$ cat src/rtl/v_counter.sv
// Vertical timing stage: line counter, V_SYNC, END_FRAME, VIDEO_ON and region FSM.
// Optional frame counter enabled by defining VCNT_FRAME_COUNT_EN.
module v_counter #(
  parameter int V_VISIBLE  = 480,
  parameter int V_FRONT    = 10,
  parameter int V_SYNC_LEN = 2,
  parameter int V_BACK     = 33,
  parameter int H_VISIBLE  = 640,
  parameter int FRAME_W    = 16
) (
  input  logic               i_clk,
  input  logic               i_reset,
  input  logic               i_end_line,
  input  logic [31:0]        i_current_pixel,
  output logic [9:0]         o_current_line,
  output logic               o_v_sync,
  output logic               o_end_frame,
  output logic               o_video_on,
  output logic [1:0]         o_v_state
`ifdef VCNT_FRAME_COUNT_EN
  ,
  output logic [FRAME_W-1:0] o_frame_count
`endif
);

  typedef enum logic [1:0] {
    S_ACTIVE = 2'd0,
    S_FRONT  = 2'd1,
    S_SYNC   = 2'd2,
    S_BACK   = 2'd3
  } state_t;

  localparam int V_TOTAL = V_VISIBLE + V_FRONT + V_SYNC_LEN + V_BACK;
  localparam logic [9:0]  L_LAST   = 10'(V_TOTAL - 1);
  localparam logic [9:0]  L_FRONT  = 10'(V_VISIBLE);
  localparam logic [9:0]  L_SYNC   = 10'(V_VISIBLE + V_FRONT);
  localparam logic [9:0]  L_BACK   = 10'(V_VISIBLE + V_FRONT + V_SYNC_LEN);
  localparam logic [31:0] L_H_VIS  = 32'(H_VISIBLE);

  logic [9:0] r_line;
  state_t     r_state;
  logic       r_v_sync;
  logic       r_end_frame;

  logic [9:0] w_line_next;
  state_t     w_state_next;
  logic       w_v_sync_next;
  logic       w_wrap;

  // Region is decoded from the line being entered, so zero-length porch or
  // sync regions are skipped naturally at the same line.
  always_comb begin
    w_wrap        = i_end_line && (r_line == L_LAST);
    w_line_next   = r_line;
    w_state_next  = r_state;
    w_v_sync_next = r_v_sync;
    if (i_end_line) begin
      w_line_next = w_wrap ? 10'd0 : r_line + 10'd1;
      if (w_line_next < L_FRONT) begin
        w_state_next = S_ACTIVE;
      end else if (w_line_next < L_SYNC) begin
        w_state_next = S_FRONT;
      end else if (w_line_next < L_BACK) begin
        w_state_next = S_SYNC;
      end else begin
        w_state_next = S_BACK;
      end
      w_v_sync_next = (w_state_next != S_SYNC);
    end
  end

  always_ff @(posedge i_clk) begin
    if (i_reset) begin
      r_line      <= 10'd0;
      r_state     <= S_ACTIVE;
      r_v_sync    <= 1'b1;
      r_end_frame <= 1'b0;
    end else begin
      r_line      <= w_line_next;
      r_state     <= w_state_next;
      r_v_sync    <= w_v_sync_next;
      r_end_frame <= w_wrap;
    end
  end

`ifdef VCNT_FRAME_COUNT_EN
  logic [FRAME_W-1:0] r_frame_count;

  always_ff @(posedge i_clk) begin
    if (i_reset) begin
      r_frame_count <= '0;
    end else if (w_wrap) begin
      r_frame_count <= r_frame_count + 1'b1;
    end
  end

  assign o_frame_count = r_frame_count;
`endif

  assign o_current_line = r_line;
  assign o_v_sync       = r_v_sync;
  assign o_end_frame    = r_end_frame;
  assign o_v_state      = r_state;
  assign o_video_on     = (r_state == S_ACTIVE) && (i_current_pixel < L_H_VIS);

endmodule

$ cat config.mk
export PLATFORM = sky130hd
export DESIGN_NAME = v_counter
export DESIGN_NICKNAME = d
export VERILOG_FILES = /design/src/rtl/v_counter.sv
export SDC_FILE = /design/constraint.sdc
export NUM_CORES = 1
export LEC_CHECK = 0
export ABC_AREA = 1
export BUFFER_PORTS_ARGS = -buffer_cell sky130_fd_sc_hd__buf_4
export CELL_PAD_IN_SITES_DETAIL_PLACEMENT = 1
export CELL_PAD_IN_SITES_GLOBAL_PLACEMENT = 2
export CORE_MARGIN = 4
export CORE_UTILIZATION = 23
export DETAILED_ROUTE_END_ITERATION = 10
export PLACE_DENSITY = 0.89
export SLEW_MARGIN = 20
export SYNTH_ARGS = -nofsm -noshare
export SYNTH_HDL_FRONTEND = slang
export SYNTH_SLANG_ARGS = --single-unit
$ cat constraint.sdc
create_clock -name i_clk -period 4.3 [get_ports i_clk]
set_clock_uncertainty 0.1 [all_clocks]
set_input_delay 0.43 -clock i_clk [delete_from_list [all_inputs] [get_ports i_clk]]
set_output_delay 0.43 -clock i_clk [all_outputs]
set_load 0.02 [all_outputs]
* After elaboration in Yosys (flattened, before gate mapping)
Index checks and enable logic that the tools add are counted.
Storage, ports and cells: word-level logic and storage cells 19, output and inout bits 15, flip-flop bits (word level) 14, bits of input ports 35
Operators by class: equal/unequal tests 2, $add $sub $neg 1, reduce and logical (&&, ||, !) cells 3, muxes and demuxes 5, magnitude comparators 4
Operator list (count):
- < comparator 32 x 10 -> 1 bit (second input constant) | 1
- < comparator 10 x 9 -> 1 bit (second input constant) | 3
- adder 10 x 1 -> 10 bit (second input constant) | 1
- == test 10 bit (second input constant) | 1
- 2-to-1 mux 10 bit | 1
- 2-to-1 mux 2 bit | 3
- logical AND 1 bit | 2
- logical NOT 2 bit | 1
- inequality test 2 bit (second input constant) | 1
- 2-to-1 mux 1 bit | 1

* Logic depth before layout (Yosys ltp)
Gate-level depths: netlist of run 1.
depth after elaboration 9, mapped depth 14, depth with buffers taken out 14

* Worst setup path before layout of run 1
Ideal clock, no wire load.
path kind reg2reg, from register r_line[1] (netlist: o_current_line[1]), to register r_state[1] (netlist: o_v_state[1]), path buffers 0, data arrival time 1.658 ns, path slack 2.476 ns, stages on the path, launching flop included 14, data required time 4.134 ns, cell sequence dfxtp_1 ha_1 nand2_2 nor2_2 nand2_1 nand2_1 nand2_2 nor2_2 nand3_2 nor2_4 nand2_2 nand2_1 nand2_1 a21oi_2
On the way: longest elaborated chain between the ends 7, elaborated cells between the ends (all ways) 9
RTL lines:
- from (decl) | line 40 | logic [9:0] r_line;
- from (signal assigned) | line 79 | r_line <= w_line_next;
- parallel branches: the longest is 2 deep, another holds adder 10 x 1 -> 10 bit
- 2-to-1 mux 10 bit * | line 58 | w_line_next = w_wrap ? 10'd0 : r_line + 10'd1;
- < comparator 10 x 9 -> 1 bit | line 61 | end else if (w_line_next < L_SYNC) begin
- 2-to-1 mux 2 bit | line 61
- 2-to-1 mux 2 bit * | line 59 | if (w_line_next < L_FRONT) begin
- 2-to-1 mux 2 bit * | line 57 | if (i_end_line) begin
- to (signal assigned) | line 80 | r_state <= w_state_next;
- to (decl) | line 41 | state_t r_state;
Mark *: on every way between the ends. The select of a mux whose other input is x is not followed. A chain may end at the register's enable or synchronous reset.

* Worst setup path after layout of run 1
Same ends and word-level chain as after synthesis.

==> results of run 1 <==
[cells in the final DEF (no fill, tap or decap), drive strengths merged]
master,netlist,final
buf,1,42
dfxtp,14,14
nand2,38,38
a31oi,1,1
nor4,5,5
nand3,12,12
inv,20,20
a21oi,11,11
nand4,2,2
clkbuf,1,4
ha,2,2
xor2,2,2
a211oi,1,1
o21ai,14,14
or2,1,1
nor2,18,18
[state kept, by name, summed over array words and instances, names as in the netlist]
register / cells
o_current_line: 10
o_v_sync: 1
o_v_state: 2
o_end_frame: 1
[worst paths after layout]
check            endpoint  slack, ns  cells after the start
max reg2reg  o_v_state[1]       2.33                     13
max          o_v_state[1]       2.33                     13
min          o_v_state[1]       0.27                      2
min reg2reg  o_v_state[1]       0.40                      2
[cells by family after synthesis]
family,Yosys count
xor gates and xnor gates,2
buffers and inverters,23
and+or+nand+nor,76
AOI/OAI and AO/OA,27
adders and majority gates,2
DFF,14
[metrics by stage]
stage | utilization | hold WS [ns] | total power [mW] | setup WS (ns)
floorplan | - | 0.392 | 0.194 | 2.48
global placement | 0.339 | 0.367 | 0.232 | 2.33
detailed placement | 0.339 | 0.387 | 0.235 | 2.30
CTS | 0.354 | 0.267 | 0.370 | 2.30
global route | 0.354 | 0.269 | 0.384 | 2.08
finish | 0.354 | 0.271 | 0.364 | 2.33
[power groups by stage]
stage / clock network [mW] / registers [mW] / logic, mW
3_3_place_gp: 0 / 0.152 / 0.0796
2_1_floorplan: 0 / 0.158 / 0.0357
5_1_grt: 0.142 / 0.151 / 0.0904
4_1_cts: 0.138 / 0.150 / 0.0829
6_report: 0.133 / 0.150 / 0.0817
3_5_place_dp: 0 / 0.152 / 0.0823
[layout make-up]
cell class              count  area, um^2  share of cell area
inverters                  20        75.1              0.0559
flip-flops and latches     14         280               0.209
well taps                  48        60.1              0.0447
repair buffers             42         315               0.235
multi-input cells         107         558               0.415
clock buffers               4        55.1              0.0410
[metal layers]
metal,vias to the layer above,share of wire
met3,4,0.036
met1,501,0.43
li1,554,-
met5,-,0
met4,0,0.012
met2,15,0.52
==> results.txt, run 1 <==
----------------------------------------------------
[GRT]
  Met2 demand-to-capacity share in global routing ... 0.231
  Total Routing Usage GR ... 0.131
  Via count of the first global-routing pass ... 1124
  Global-route track usage on met3 ... 0.0319
  Global routing's busiest layer ... met2
  Maximum number of pins on one net before global-route repair ... 24
  Wire length of the first global-routing pass ... 5290 um
  Global route overflow ... 0
  Initial antenna violation count ... 0
  Met1 track demand over resource in global routing ... 0.154

[Worst setup path]
  Worst r2r src ... o_current_line[1]
  Largest stage delay on the critical path ... 0.43 ns
  Dominant delay contributor by cell family on the critical path ... simple AND/OR/NAND/NOR gates
  Cells along the critical path ... ha_1, nand2_2, nor2_2, nand2_1, nand2_1, nand2_2, nor2_2, nand3_2, nor2_4, nand2_2, nand2_1, nand2_1, a21oi_2
  Buf/Inv on CP ... 0
  Startpoint types ... register
  Critical-path maximum fanout ... 6
  WS Path Type ... reg -> reg
  Required time worst endpoint ... 4.39 ns
  Most used cell along the critical path ... sky130_fd_sc_hd__nand2_1
  Startpoint of the worst setup timing path ... o_current_line[1]
  Signal arrival time at the worst endpoint ... 2.05 ns
  Cell with the largest stage delay on the worst path ... sky130_fd_sc_hd__dfxtp_1
  Element type at the critical path end ... register

[Place]
  Count of input and output buffers ... 42
  DP HPWL ... 2640 um
  Final Wtd Congestion ... 0.799
  Placed cell areas ... 0.00129 mm^2
  Placed cell count ... 231

[Yosys]
  Distinct cell type count after synthesis ... 24
  Synth top area cells ... sky130_fd_sc_hd__dfxtp_1, sky130_fd_sc_hd__nand2_1, sky130_fd_sc_hd__o21ai_0
  Dominant synthesized flop cell ... sky130_fd_sc_hd__dfxtp_1
  YS warnings ... 0
  Area fraction in compound gates after synthesis ... 0.152
  Leading area contributor after synthesis ... sky130_fd_sc_hd__dfxtp_1
  Simple-gate share of the synthesized area ... 0.396
  Portion of the post-synthesis area used by sequential elements ... 0.298
  Yosys reg bits ... 14
  Number of synthesized flops with an enable pin ... 0
  Netlist Area Pre-Place ... 941 um^2
  Most common cell in the netlist ... sky130_fd_sc_hd__nand2_1
  Mapped Cells ... 144
  Async SR Flop Fraction ... 0
  Share of Yosys cell area claimed by the top area cell type ... 0.298
  Multiplexer share of the synthesized area ... 0
  Average instance area after synthesis ... 6.53 um^2
  List of most frequent post-synthesis cells ... sky130_fd_sc_hd__nand2_1, sky130_fd_sc_hd__inv_1, sky130_fd_sc_hd__dfxtp_1
  Post-synthesis net count ... 181
  Post-synthesis adder-cell area fraction ... 0.0266
  Post-synthesis xor/xnor area fraction ... 0.0186
  Combinational family with the most area after synthesis ... simple AND/OR/NAND/NOR gates

[Hold path]
  Worst Hold Launch ... i_reset
  Worst min-delay path category ... in -> reg

[Pwr]
  Part of the power in combinational logic ... 0.224
  Standby leakage power ... 0.642 nW
  VDD IR-drop max ... 125 uV
  Net switching power ... 0.107 mW
  Fraction of power consumed by sequential logic ... 0.411
  Pint ... 0.257 mW
  Sw Share ... 0.295
  Pwr dens ... 271 mW/mm^2
  Clock power share ... 0.364

[Clock network]
  Post CTS Setup Buffer Count ... 0
  Maximum root-to-sink buffer count ... 2
  Insertion delay to the later sink of the worst-skew pair ... 0.25 ns
  Number of sinks handled by clock tree synthesis ... 14
  Cells resized by post-CTS repair ... 0
  Clock transition at path regs ... 0.06 ns
  Clock Root Buffer ... sky130_fd_sc_hd__clkbuf_8
  Inserted Clock Buffers ... 3
  TritonCTS clock tree ... yes
  Number of levels in the clock H-tree ... 1
  Hold buffer count at cts ... 0

[Route]
  Number of nets with antenna violations after detailed routing ... 0
  DRT iter0 DRCs ... 50
  Total DRC errors in the routed layout ... 0
  Wire length after detailed routing ... 3200 um
  WL per Instance ... 13.6 um
  Per-cell via count in the routed design ... 4.57
  Initial DRT Pass Iterations ... 4
  Count of vias placed by the detailed router ... 1074

[Layout]
  Final Instance Count excl. Fillers ... 235
  Filler cell count ... 497
  Number of nets in the finished design ... 225
  Final cell area excluding filler cells ... 0.00134 mm^2
  Fraction of final layout cells sized beyond drive strength 1 ... 0.342
  Diodes inserted ... 0
  Area overhead of the layout relative to synthesis ... 42.8%

[Timing]
  Shortest period the worst path allows ... 1.97 ns
  Final setup viols ... 0
  Hold Violations, Final ... 0
  Actual slew at the worst max-slew pin ... 0.314 ns
  Highest achievable clock rate ... 509 MHz
  Slew Limit Headroom ... 0.790
  Sum of negative setup slack ... 0 ns
  Number of max-slew violations in the final report ... 0
  Setup repair after global routing missed its margin ... false
  Final critical-path share of the clock period ... 0.457

[Flow run]
  Count of max-cap constraint violations ... 0

[Outcome]
  Status ... finished clean

[Floorplan]
  Floorplan core area ... 0.00380 mm^2
  Die Area ... 0.00518 mm^2
  Die outline height ... 72.0 um
  Width of the die ... 72.0 um
  Ports placed on the boundary ... 50
  Initial core utilization ... 0.248
  Rows ... 22

----------------------------------------------------
Note: power is estimated with default switching activity, not from simulation.
==> run 2: changes to the inputs <==
--- a/config.mk
+++ b/config.mk
@@ -10,9 +10,9 @@
 export CELL_PAD_IN_SITES_DETAIL_PLACEMENT = 1
 export CELL_PAD_IN_SITES_GLOBAL_PLACEMENT = 2
 export CORE_MARGIN = 4
-export CORE_UTILIZATION = 23
+export CORE_UTILIZATION = 21
 export DETAILED_ROUTE_END_ITERATION = 10
-export PLACE_DENSITY = 0.89
+export PLACE_DENSITY = 0.83
 export SLEW_MARGIN = 20
 export SYNTH_ARGS = -nofsm -noshare
 export SYNTH_HDL_FRONTEND = slang
==> constraint.sdc (replaced) <==
create_clock -name i_clk -period 1.9 [get_ports i_clk]
set_clock_uncertainty 0.1 [all_clocks]
set_input_delay 0.19 -clock i_clk [delete_from_list [all_inputs] [get_ports i_clk]]
set_output_delay 0.19 -clock i_clk [all_outputs]
set_load 0.02 [all_outputs]
==> run 2 against run 1 <==
Effect of this change: highest routed layer unchanged; utilization down 1.4 points; sequential share of layout area fell by 1.2 points; routed wire length decreased by 3.2%; design area rose by 10%; final cell count increased by 5.5%; via count is 4.6% higher.
==> results.txt, run 2 (synthesis gave the netlist of run 1 again) <==
----------------------------------------------------
[Timing]
  Hold Violations, Final ... 0
  Highest achievable clock rate ... 572 MHz
  Slew Limit Headroom ... 0.787
  Final setup viols ... 0
  Actual slew at the worst max-slew pin ... 0.319 ns
  Final critical-path share of the clock period ... 0.920
  Number of max-slew violations in the final report ... 0
  Shortest period the worst path allows ... 1.75 ns

[Layout]
  Diodes inserted ... 0
  Commonest non-fill, non-tap cell in the layout ... sky130_fd_sc_hd__buf_4
  Flip-flop count of the largest register after layout ... 10
  Filler cell count ... 545
  Commonest cells after routing, fill and taps aside ... sky130_fd_sc_hd__buf_4, sky130_fd_sc_hd__nand2_1, sky130_fd_sc_hd__inv_1
  Fraction of final layout cells sized beyond drive strength 1 ... 0.423
  Number of nets in the finished design ... 234
  Final Instance Count excl. Fillers ... 248
  Area overhead of the layout relative to synthesis ... 57.0%

[Outcome]
  Status ... finished clean

[Route]
  Per-cell via count in the routed design ... 4.53
  Count of vias placed by the detailed router ... 1123
  Wire length after detailed routing ... 3100 um
  Initial DRT Pass Iterations ... 6
  WL per Instance ... 12.5 um
  DRT iter0 DRCs ... 31
  Number of nets with antenna violations after detailed routing ... 0
  Total DRC errors in the routed layout ... 0

[Worst setup path]
  Destination of the critical timing path ... o_video_on
  Largest stage delay on the critical path ... 0.32 ns
  Cell with the largest stage delay on the worst path ... sky130_fd_sc_hd__dfxtp_1
  Critical-path maximum fanout ... 3
  Signal arrival time at the worst endpoint ... 1.46 ns
  Required time worst endpoint ... 1.61 ns
  Startpoint of the worst setup timing path ... o_v_state[1]
  Element type at the critical path end ... primary output
  Worst r2r src ... o_current_line[1]
  R2r worst-path depth ... 11
  Slack of the worst reg-to-reg path ... 0.17 ns
  Cells along the critical path ... or2_2, nor4_1, nand3_1, nor2_1, buf_4
  WS Path Type ... reg -> out
  Startpoint types ... register
  Terminus of the critical flop-to-flop path ... o_v_state[1]

[Flow run]
  Count of max-cap constraint violations ... 0

[GRT]
  Wire length of the first global-routing pass ... 4830 um
  Total Routing Usage GR ... 0.111
  Global route overflow ... 0
  Initial antenna violation count ... 0
  Via count of the first global-routing pass ... 1049
  Maximum number of pins on one net before global-route repair ... 23

[Clock network]
  Number of levels in the clock H-tree ... 1
  Number of sinks handled by clock tree synthesis ... 14
  Clock transition at path regs ... 0.06 ns
  TritonCTS clock tree ... yes
  Inserted Clock Buffers ... 3
  Maximum root-to-sink buffer count ... 2
  Insertion delay to the later sink of the worst-skew pair ... 0.25 ns
  Clock Root Buffer ... sky130_fd_sc_hd__clkbuf_8

[Place]
  DP HPWL ... 2370 um
  Count of input and output buffers ... 42
  Placed cell count ... 241
  Final Wtd Congestion ... 0.719

[Floorplan]
  Die outline height ... 74.9 um
  Floorplan core area ... 0.00435 mm^2
  Initial core utilization ... 0.216
  Die Area ... 0.00562 mm^2
  Rows ... 24
  Ports placed on the boundary ... 50
  Width of the die ... 74.9 um

[Pwr]
  VDD IR-drop max ... 210 uV
  Pint ... 0.597 mW
  Pwr dens ... 575 mW/mm^2
  Clock power share ... 0.357
  Net switching power ... 0.253 mW
  Standby leakage power ... 0.701 nW
  Total power after layout ... 0.849 mW
  Sw Share ... 0.298
  Part of the power in combinational logic ... 0.243
  Fraction of power consumed by sequential logic ... 0.400

[Hold path]
  Worst min-delay path category ... in -> reg

----------------------------------------------------
[run 2: cell count changes in the layout (fill, tap and decap cells not counted), moves of 2 or more]
cell | before | now
sky130_fd_sc_hd__buf_4 | 42 | 51
sky130_fd_sc_hd__dfxtp_1 | 14 | 8
sky130_fd_sc_hd__dfxtp_2 | 0 | 5
sky130_fd_sc_hd__ha_1 | 2 | 0
sky130_fd_sc_hd__nand3_2 | 4 | 2
sky130_fd_sc_hd__nand3_4 | 0 | 2
sky130_fd_sc_hd__nor2_4 | 2 | 4
[run 2: layout make-up]
type                            count  area (um^2)  area share
Clock buffer                        4         55.1      0.0373
Sequential cell                    14          290       0.196
Tap cell                           52         65.1      0.0440
Timing Repair Buffer               51          383       0.259
Multi-Input combinational cell    107          609       0.412
Inverter                           20         75.1      0.0508
[run 2: how the worst min path moves through the flow]
stage | start | end | slack, ns | cells past startpoint
finish | i_reset | o_v_state[1] | 0.02 | 2
floorplan | i_reset | o_v_state[1] | 0.15 | 1
detailed placement | i_reset | o_v_state[1] | 0.29 | 2
CTS | i_reset | o_v_state[1] | 0.02 | 2
global placement | i_reset | o_v_state[1] | 0.29 | 2
global route | i_reset | o_v_state[1] | 0.03 | 2
[run 2: timing repair]
| action | in CTS | in global routing |
|---|---|---|
| endpoints found under the setup margin | 0 | 3 |
| buffers inserted | 0 | 3 |
| gates resized for setup | 0 | 18 |
| hold buffers | 0 | 0 |
[run 2: routing by layer]
metal  track usage  vias to the layer above  wire (um)
met2         0.165                       26       1470
met1         0.155                      520       1480
met4        0.0474                        0         48
li1              -                      572          -
met5             0                        -          0
met3        0.0200                        5         97
[run 2: power by group through the flow]
stage               clock network [mW]  registers (mW)  logic (mW)
finish                           0.303           0.340       0.207
CTS                              0.317           0.337       0.197
detailed placement                   0           0.343       0.196
global placement                     0           0.343       0.193
global route                     0.328           0.343       0.230
floorplan                            0           0.357      0.0808
[run 2: worst max-delay path: cells and delay by family, from the launching register on]
kind / cells / cell delay (ns)
buf+inv: 1 / 0.14
simple gates: 4 / 0.74
flops: 1 / 0.32
[run 2: stage by stage]
step | instance area, um^2 | util | hold slack (ns) | TNS [ns] | setup slack [ns]
after floorplan | 941 | - | 0.152 | 0 | 0.0762
after global placement | 1340 | 0.307 | 0.294 | 0 | 0.0904
after detailed placement | 1340 | 0.307 | 0.293 | 0 | 0.0388
after CTS | 1390 | 0.320 | 0.0232 | 0 | 0.0120
after global routing | 1480 | 0.339 | 0.0273 | -0.00149 | -0.00149
final | 1480 | 0.339 | 0.0239 | 0 | 0.152
